**src/rtl/clock_set_ctrl.sv**
```systemverilog
// -----------------------------------------------------------------------------
// clock_set_ctrl
//   Front-end controller for the digital clock's set/run modes. Two raw
//   push-buttons are synchronised and debounced, then drive a
//   RUN / SET_HR / SET_MIN state machine that issues single-cycle hour and
//   minute increment pulses (with auto-repeat), a count enable, and blanking
//   strobes so the display can blink the field being edited.
//
// Ports
//   clk       in   system clock, all logic on posedge
//   rst       in   synchronous active-high reset
//   btn_mode  in   raw asynchronous mode button, active-high
//   btn_inc   in   raw asynchronous increment button, active-high
//   en        out  count enable to clock counter, 1 only in RUN
//   hrup      out  one-cycle hour-increment pulse
//   minup     out  one-cycle minute-increment pulse
//   mode[1:0] out  state code: 00 RUN, 01 SET_HR, 10 SET_MIN
//   blank_hr  out  blank hour digits this cycle
//   blank_min out  blank minute digits this cycle
//
// States
//   state    | meaning
//   ---------+------------------------------------------------------
//   ST_RUN   | clock counts normally, buttons other than mode ignored
//   ST_SET_HR| hours being edited, inc adjusts hours, hour digits blink
//   ST_SET_MIN| minutes being edited, inc adjusts minutes, minute digits blink
// -----------------------------------------------------------------------------
module clock_set_ctrl #(
    parameter int DEBOUNCE_CYCLES = 1000000,
    parameter int REPEAT_DELAY    = 50000000,
    parameter int REPEAT_RATE     = 20000000,
    parameter int BLINK_HALF      = 25000000,
    parameter int TIMEOUT         = 1000000000
) (
    input  logic       clk,
    input  logic       rst,
    input  logic       btn_mode,
    input  logic       btn_inc,
    output logic       en,
    output logic       hrup,
    output logic       minup,
    output logic [1:0] mode,
    output logic       blank_hr,
    output logic       blank_min
);

    localparam int RPT_MAX = (REPEAT_DELAY > REPEAT_RATE) ? REPEAT_DELAY : REPEAT_RATE;
    localparam int DB_W    = $clog2(DEBOUNCE_CYCLES + 1);
    localparam int RPT_W   = $clog2(RPT_MAX + 1);
    localparam int BLK_W   = $clog2(BLINK_HALF + 1);
    localparam int TMO_W   = $clog2(TIMEOUT + 1);

    localparam logic [DB_W-1:0]  DB_LAST    = DB_W'(DEBOUNCE_CYCLES - 1);
    localparam logic [RPT_W-1:0] RPT_FIRST  = RPT_W'(REPEAT_DELAY - 1);
    localparam logic [RPT_W-1:0] RPT_NEXT   = RPT_W'(REPEAT_RATE - 1);
    localparam logic [BLK_W-1:0] BLK_LAST   = BLK_W'(BLINK_HALF - 1);
    localparam logic [TMO_W-1:0] TMO_LAST   = TMO_W'(TIMEOUT - 1);

    typedef enum logic [1:0] {
        ST_RUN     = 2'b00,
        ST_SET_HR  = 2'b01,
        ST_SET_MIN = 2'b10
    } state_t;

    // Bit 0 carries the mode button, bit 1 the inc button.
    logic [1:0]       sync1_q, sync1_d;
    logic [1:0]       sync2_q, sync2_d;
    logic [1:0]       deb_q, deb_d;
    logic [1:0]       deb_prev_q, deb_prev_d;
    logic [1:0]       press_q, press_d;
    logic [DB_W-1:0]  db_cnt_m_q, db_cnt_m_d;
    logic [DB_W-1:0]  db_cnt_i_q, db_cnt_i_d;

    state_t           state_q, state_d;
    logic             en_q, en_d;
    logic [1:0]       mode_q, mode_d;
    logic             hrup_q, hrup_d;
    logic             minup_q, minup_d;
    logic             rpt_act_q, rpt_act_d;
    logic             rpt_first_q, rpt_first_d;
    logic [RPT_W-1:0] rpt_cnt_q, rpt_cnt_d;
    logic [TMO_W-1:0] tmo_cnt_q, tmo_cnt_d;
    logic [BLK_W-1:0] blk_cnt_q, blk_cnt_d;
    logic             phase_q, phase_d;

    logic             in_set;
    logic             mode_ev;
    logic             inc_ev;
    logic             rpt_fire;
    logic             tmo_fire;
    logic             pulse;
    logic             state_chg;

    // Synchroniser, debounce and press-edge pipeline.
    always_comb begin
        sync1_d    = {btn_inc, btn_mode};
        sync2_d    = sync1_q;
        deb_d      = deb_q;
        db_cnt_m_d = '0;
        db_cnt_i_d = '0;
        if (sync2_q[0] != deb_q[0]) begin
            if (db_cnt_m_q == DB_LAST) begin
                deb_d[0] = sync2_q[0];
            end else begin
                db_cnt_m_d = db_cnt_m_q + 1'b1;
            end
        end
        if (sync2_q[1] != deb_q[1]) begin
            if (db_cnt_i_q == DB_LAST) begin
                deb_d[1] = sync2_q[1];
            end else begin
                db_cnt_i_d = db_cnt_i_q + 1'b1;
            end
        end
        deb_prev_d = deb_q;
        // Registering the rising edge keeps the FSM decode off the debounce path.
        press_d    = deb_q & ~deb_prev_q;
    end

    // Mode/inc decisions, auto-repeat, timeout and blink.
    always_comb begin
        state_d     = state_q;
        in_set      = (state_q != ST_RUN);
        mode_ev     = press_q[0];
        inc_ev      = press_q[1] & in_set & ~press_q[0];
        rpt_fire    = 1'b0;
        tmo_fire    = 1'b0;
        rpt_act_d   = rpt_act_q;
        rpt_first_d = rpt_first_q;
        rpt_cnt_d   = '0;
        tmo_cnt_d   = '0;
        blk_cnt_d   = '0;
        phase_d     = 1'b0;

        if (in_set && rpt_act_q && deb_q[1] && !mode_ev && !inc_ev) begin
            rpt_fire = (rpt_cnt_q == (rpt_first_q ? RPT_FIRST : RPT_NEXT));
        end
        tmo_fire = in_set && (tmo_cnt_q == TMO_LAST) && !mode_ev && !inc_ev && !rpt_fire;

        if (mode_ev) begin
            case (state_q)
                ST_RUN:    state_d = ST_SET_HR;
                ST_SET_HR: state_d = ST_SET_MIN;
                default:   state_d = ST_RUN;
            endcase
        end else if (tmo_fire) begin
            state_d = ST_RUN;
        end

        pulse     = inc_ev | rpt_fire;
        state_chg = (state_d != state_q);
        hrup_d    = pulse & (state_q == ST_SET_HR);
        minup_d   = pulse & (state_q == ST_SET_MIN);
        en_d      = (state_d == ST_RUN);
        mode_d    = state_d;

        // Repeat is armed only by a real inc press inside a set state, so an
        // inc still held across a mode change never starts repeating.
        if (state_chg || state_d == ST_RUN) begin
            rpt_act_d = 1'b0;
        end else if (inc_ev) begin
            rpt_act_d   = 1'b1;
            rpt_first_d = 1'b1;
        end else if (!deb_q[1]) begin
            rpt_act_d = 1'b0;
        end
        if (rpt_fire) begin
            rpt_first_d = 1'b0;
        end
        if (rpt_act_d && !pulse) begin
            rpt_cnt_d = rpt_cnt_q + 1'b1;
        end

        if (state_d != ST_RUN && !state_chg && !mode_ev && !pulse) begin
            tmo_cnt_d = tmo_cnt_q + 1'b1;
        end

        // Restarting the blink on every adjustment shows the new value at once.
        if (state_d != ST_RUN && !state_chg && !pulse) begin
            if (blk_cnt_q == BLK_LAST) begin
                phase_d = ~phase_q;
            end else begin
                blk_cnt_d = blk_cnt_q + 1'b1;
                phase_d   = phase_q;
            end
        end
    end

    always_ff @(posedge clk) begin
        if (rst) begin
            sync1_q     <= '0;
            sync2_q     <= '0;
            deb_q       <= '0;
            deb_prev_q  <= '0;
            press_q     <= '0;
            db_cnt_m_q  <= '0;
            db_cnt_i_q  <= '0;
            state_q     <= ST_RUN;
            en_q        <= 1'b1;
            mode_q      <= 2'b00;
            hrup_q      <= 1'b0;
            minup_q     <= 1'b0;
            rpt_act_q   <= 1'b0;
            rpt_first_q <= 1'b0;
            rpt_cnt_q   <= '0;
            tmo_cnt_q   <= '0;
            blk_cnt_q   <= '0;
            phase_q     <= 1'b0;
        end else begin
            sync1_q     <= sync1_d;
            sync2_q     <= sync2_d;
            deb_q       <= deb_d;
            deb_prev_q  <= deb_prev_d;
            press_q     <= press_d;
            db_cnt_m_q  <= db_cnt_m_d;
            db_cnt_i_q  <= db_cnt_i_d;
            state_q     <= state_d;
            en_q        <= en_d;
            mode_q      <= mode_d;
            hrup_q      <= hrup_d;
            minup_q     <= minup_d;
            rpt_act_q   <= rpt_act_d;
            rpt_first_q <= rpt_first_d;
            rpt_cnt_q   <= rpt_cnt_d;
            tmo_cnt_q   <= tmo_cnt_d;
            blk_cnt_q   <= blk_cnt_d;
            phase_q     <= phase_d;
        end
    end

    assign en        = en_q;
    assign mode      = mode_q;
    assign hrup      = hrup_q;
    assign minup     = minup_q;
    assign blank_hr  = (state_q == ST_SET_HR) & phase_q;
    assign blank_min = (state_q == ST_SET_MIN) & phase_q;

endmodule

```
**config.mk**
```make
export PLATFORM = sky130hd
export DESIGN_NAME = clock_set_ctrl
export DESIGN_NICKNAME = d
export VERILOG_FILES = /design/src/rtl/clock_set_ctrl.sv
export SDC_FILE = /design/constraint.sdc
export NUM_CORES = 1
export LEC_CHECK = 0
export BUFFER_PORTS_ARGS = -buffer_cell sky130_fd_sc_hd__buf_2
export CAP_MARGIN = 20
export CELL_PAD_IN_SITES_DETAIL_PLACEMENT = 0
export CELL_PAD_IN_SITES_GLOBAL_PLACEMENT = 1
export CORE_MARGIN = 5
export CORE_UTILIZATION = 54
export CTS_BUF_LIST = sky130_fd_sc_hd__clkbuf_8
export DETAILED_ROUTE_END_ITERATION = 10
export PLACE_DENSITY = 0.84
export SYNTH_ARGS = -nofsm -noshare
export SYNTH_HDL_FRONTEND = slang
export SYNTH_SLANG_ARGS = --single-unit
```
**constraint.sdc**
```tcl
create_clock -name clk -period 3.4 [get_ports clk]
set_input_delay 0.68 -clock clk [delete_from_list [all_inputs] [get_ports clk]]
set_output_delay 0.68 -clock clk [all_outputs]
set_load 0.01 [all_outputs]
```
======== After elaboration in Yosys (flattened, before gate mapping) ========
Index checks and enable logic that the tools add are counted.
storage, ports and cells
  bits in registers ....................... 139
  output and inout port bits .............. 7
  word-level logic and storage cells ...... 91
operators by class
  add/subtract/negate cells ............... 5
  equal/unequal tests ..................... 10
  muxes and demuxes ....................... 8
  bitwise logic cells ..................... 17
  reduce and logical (&&, ||, !) cells .... 33
operators with widths
  operator                                             count
  adder 20 x 1 -> 20 bit, second input constant        2
  equality test 20 bit, second input constant          2
  adder 30 x 1 -> 30 bit, second input constant        1
  equality test 30 bit, second input constant          1
  adder 26 x 1 -> 26 bit, second input constant        1
  equality test 26 bit                                 1
  two-way mux 26 bit                                   1
  adder 25 x 1 -> 25 bit, second input constant        1
  equality test 25 bit, second input constant          1
  logical AND 1 bit                                    13
  OR reduction 3 bit                                   3
  inverter 1 bit                                       8
  OR reduction 2 bit                                   4
  bitwise AND 1 bit                                    6
  AND reduction 2 bit                                  3
  logical NOT 1 bit                                    5
  logical NOT 2 bit                                    2
  two-way mux 1 bit                                    4
  two-way mux 2 bit                                    2
  one-hot mux 2 bit (2 select lines)                   1
  nonzero test 2 bit                                   2
  bitwise AND 2 bit                                    1
  equality test 2 x 1 -> 1 bit, second input constant  1
  equality test 2 bit, second input constant           1
  5 further kinds                                      6

======== Depth between registers and ports, before layout ========
  depth after elaboration ................. 17
  mapped depth ............................ 7
  mapped depth without buffers ............ 6

======== Worst setup path before layout ========
Ideal clock, no wire load.
  kind .................................... register to register
  start point ............................. reg tmo_cnt_q[0]
  end point ............................... reg tmo_cnt_q[28]
  arrival time ............................ 1.804 ns
  data required time ...................... 3.285 ns
  path slack .............................. 1.481 ns
  stages on the path, launching flop included .. 8
  period minus slack after synthesis ...... 1.919 ns
  cells stage by stage .................... dfxtp_1 ha_1 inv_1 or4_4 buf_6 nor4_2 xnor2_1 nor2_2
between the ends
  longest elaborated chain between the ends .. 14
  elaborated cells on any way between the ends .. 16
ends and longest elaborated chain
  item                            line  RTL
  start: declaration              82    logic [TMO_W-1:0] tmo_cnt_q, tmo_cnt_d;
  start signal: assignment        225   tmo_cnt_q <= tmo_cnt_d;
  equality test 30 bit            138   tmo_fire = in_set && (tmo_cnt_q == TMO_LAST) && !mode_ev && !inc_ev && !rpt_fire;
  logical AND 1 bit (4 in a row)  138
  two-way mux 2 bit               146   end else if (tmo_fire) begin
  two-way mux 2 bit               140   if (mode_ev) begin
  inequality test 2 bit           151   state_chg = (state_d != state_q);
  logical NOT 1 bit               174   if (state_d != ST_RUN && !state_chg && !mode_ev && !pulse) begin
  logical AND 1 bit (3 in a row)  174
  inverter 1 bit (no line)        -
  OR reduction 2 bit (no line)    -
Parallel ways exist; a longest one is shown, timed or not.
A chain may end at the register's enable or synchronous reset.

======== Worst setup path after layout ========
  start point ............................. reg db_cnt_m_q[11]
  end point ............................... reg db_cnt_m_q[4]
between the ends
  longest elaborated chain between the ends .. 2
ends and longest elaborated chain
  item                          line  RTL
  start: declaration            71    logic [DB_W-1:0] db_cnt_m_q, db_cnt_m_d;
  start signal: assignment      215   db_cnt_m_q <= db_cnt_m_d;
  equality test 20 bit          102   if (db_cnt_m_q == DB_LAST) begin
  OR reduction 3 bit (no line)  -
No other way between the ends.

==> impl_metrics.toml <==
[status]
outcome = "finished clean"

[critical_path]
start_kind = "flop"
arrival_ps = 2570
crit_path_max_fanout = 20
crit_path_end_kind = "flop"
worstSetupPathType = "reg2reg"
required_ps = 3700

[cts]
cts-root-buf = "clkbuf_8"
cts_buffers = 17
cts_setup_buffers = 0
htree_levels = 4
cts_hold_buf = 0
cts.path.max_buffers = 2
insertion_delay_ps = 440
cts_tree = "built"
cts_sinks = 139
clk_pin_slew_ps = 70
cts_resized = 0

[final_layout]
num_antenna_cells = 0
fin_area_um2 = 6720
multi_input_comb_area_um2 = 3280
layout_commonest_cell = "nor2_1"
final_cell_mix = "nor2_1, dfxtp_1, xnor2_1"
nets = 721
drive_gt1_frac = 0.0874
area_delta_synth_final_pct = 7.44
nFillCells = 1002
regArea_um2 = 2780

[routing]
first_pass_iters = 4
wl_per_cell_um = 13.2
detail-route-antenna-nets = 0
vias_per_cell = 5.34
drc_errors = 0
vias = 4618
drt-initial-drc-count = 209
wirelength_mm = 11.4

[power_and_ir_drop]
power.total_w = 0.00285
powerDensity_nw_per_um2 = 424
power_leakage_nw = 2.06
vdd_ir_drop_max_mv = 0.443

[logic_synthesis]
synth_top_family_by_area = "simple AND/OR/NAND/NOR gates"
synth_fa_ha_area_frac = 0.0100
synth_top_area_frac = 0.445
ys_types = 52
synth.area.top_cells = "dfxtp_1, xnor2_1, nor2_1"
syn_nets = 712
yosys.area_share.simple = 0.333
synthMuxAreaShare = 0.00480
syn_area_per_cell_um2 = 8.90
ys_seq_area_frac = 0.445
synth_edf_count = 0
synth_xor_area_frac = 0.158
ys_ff_latch = 139
yosys.area.top_type = "dfxtp_1"
synth_cells = 703
yosys_warnings = 0
synth_compound_area_frac = 0.0180
synthFlopType = "dfxtp_1"
synthArstFlopShare = 0
netlist_area_um2 = 6250

[sta]
fin_skew_ps = 9.60
worst_pin_slew_ps = 668
rsz0062_at_grt = "false"
setup_ws_ps = 1130
setup_viol = 0
fmax_mhz = 440
finalCriticalPeriod_ps = 2270
fin_tns_setup_ps = 0
timing.hold.ws_ps = 387
slew_viol_final = 0
hold_viol = 0
maxSlewHeadroom = 0.555
finalCritPeriodShare = 0.668

[global_route]
grtUsageTotal = 0.170
grt_pass1_vias = 4434
grt_first_pass_wirelength_mm = 19.9
grt_antenna_before_repair = 0
grt_max_degree = 36
overflow = 0

[floorplanning]
coreArea_um2 = 11400
io_pins = 11
rows = 39
floorplan.die_area_um2 = 13800
initial_utilization = 0.550
die_w_um = 118
fp.dieH_um = 118

[placed_design]
detailed_place_hpwl_mm = 7.80
io_buffers = 10
place_ws_ps = 1020
globalplace.congestion = 0.823
place_area_um2 = 6370

[worst_hold_path]
hp-class = "reg2reg"

[job]
drv_cap = 0
-- metal layers --
metal / GRT usage / part of all wire
met1: 0.209 / 0.47
met2: 0.283 / 0.48
met3: 0.0543 / 0.030
met4: 0.0581 / 0.015
met5: 0 / 0
-- worst paths after layout --
check	cells after the start	endpoint	startpoint	slack (ps)
worst max-delay path	5	db_cnt_m_q[4]	db_cnt_m_q[11]	1130
worst min register to register	1	press_q[1]	deb_prev_q[1]	390
worst max register to register	5	db_cnt_m_q[4]	db_cnt_m_q[11]	1130
worst min-delay path	1	press_q[1]	deb_prev_q[1]	390
-- logic make-up after synthesis --
family          after synthesis
mux                           3
simple gates                389
flops                       139
fa+ha+maj                     5
xor+xnor                    113
compound gates               14
buf+inv                      40
-- cell type report --
class	count	area share
timing repair buffer	10	0.00745
clock buffer	22	0.0451
sequential	139	0.414
inverter	20	0.0112
multi-input combinational	524	0.488
tap	143	0.0266
clock inverter	6	0.00745
-- flip-flops by register name, summed over array words and instances (netlist names), 20 cells and up --
name        flops
db_cnt_m_q     20
rpt_cnt_q      26
blk_cnt_q      25
tmo_cnt_q      30
db_cnt_i_q     20
-- per-stage QoR --
stage / utilization / instances
final: 0.591 / 864
after CTS: 0.591 / 864
after global routing: 0.591 / 864
after global placement: 0.560 / 836
after detailed placement: 0.560 / 836
after floorplan: - / 703
-- synth_stat cells, types with 5 or more instances --
| master | n |
|---|---|
| xor2_1 | 41 |
| nor2_1 | 148 |
| nor3_1 | 22 |
| nand2_1 | 35 |
| ha_1 | 5 |
| nand3_1 | 46 |
| xnor2_1 | 72 |
| clkbuf_1 | 9 |
| and3_1 | 21 |
| nor4_1 | 16 |
| or3_1 | 6 |
| dfxtp_1 | 139 |
| nor2b_1 | 11 |
| and4_1 | 6 |
| nor4b_1 | 5 |
| inv_1 | 20 |
| buf_4 | 6 |
| or4_1 | 7 |
| nand4_1 | 23 |
-- worst max-delay path, stage by stage, from the launching register on --
cell and delay, ps:
dfxtp_1 380, or4b_2 680, nor4_1 170, and3_1 230
or3_1 550, nor2_1 120
-- power by group --
part / switching [W] / internal (W)
logic: 0.00000845 / 0.00000401
clock network: 0.000557 / 0.000647
registers: 0.00000177 / 0.00163
total: 0.000567 / 0.00228
Power figures use the tool's default switching activity.
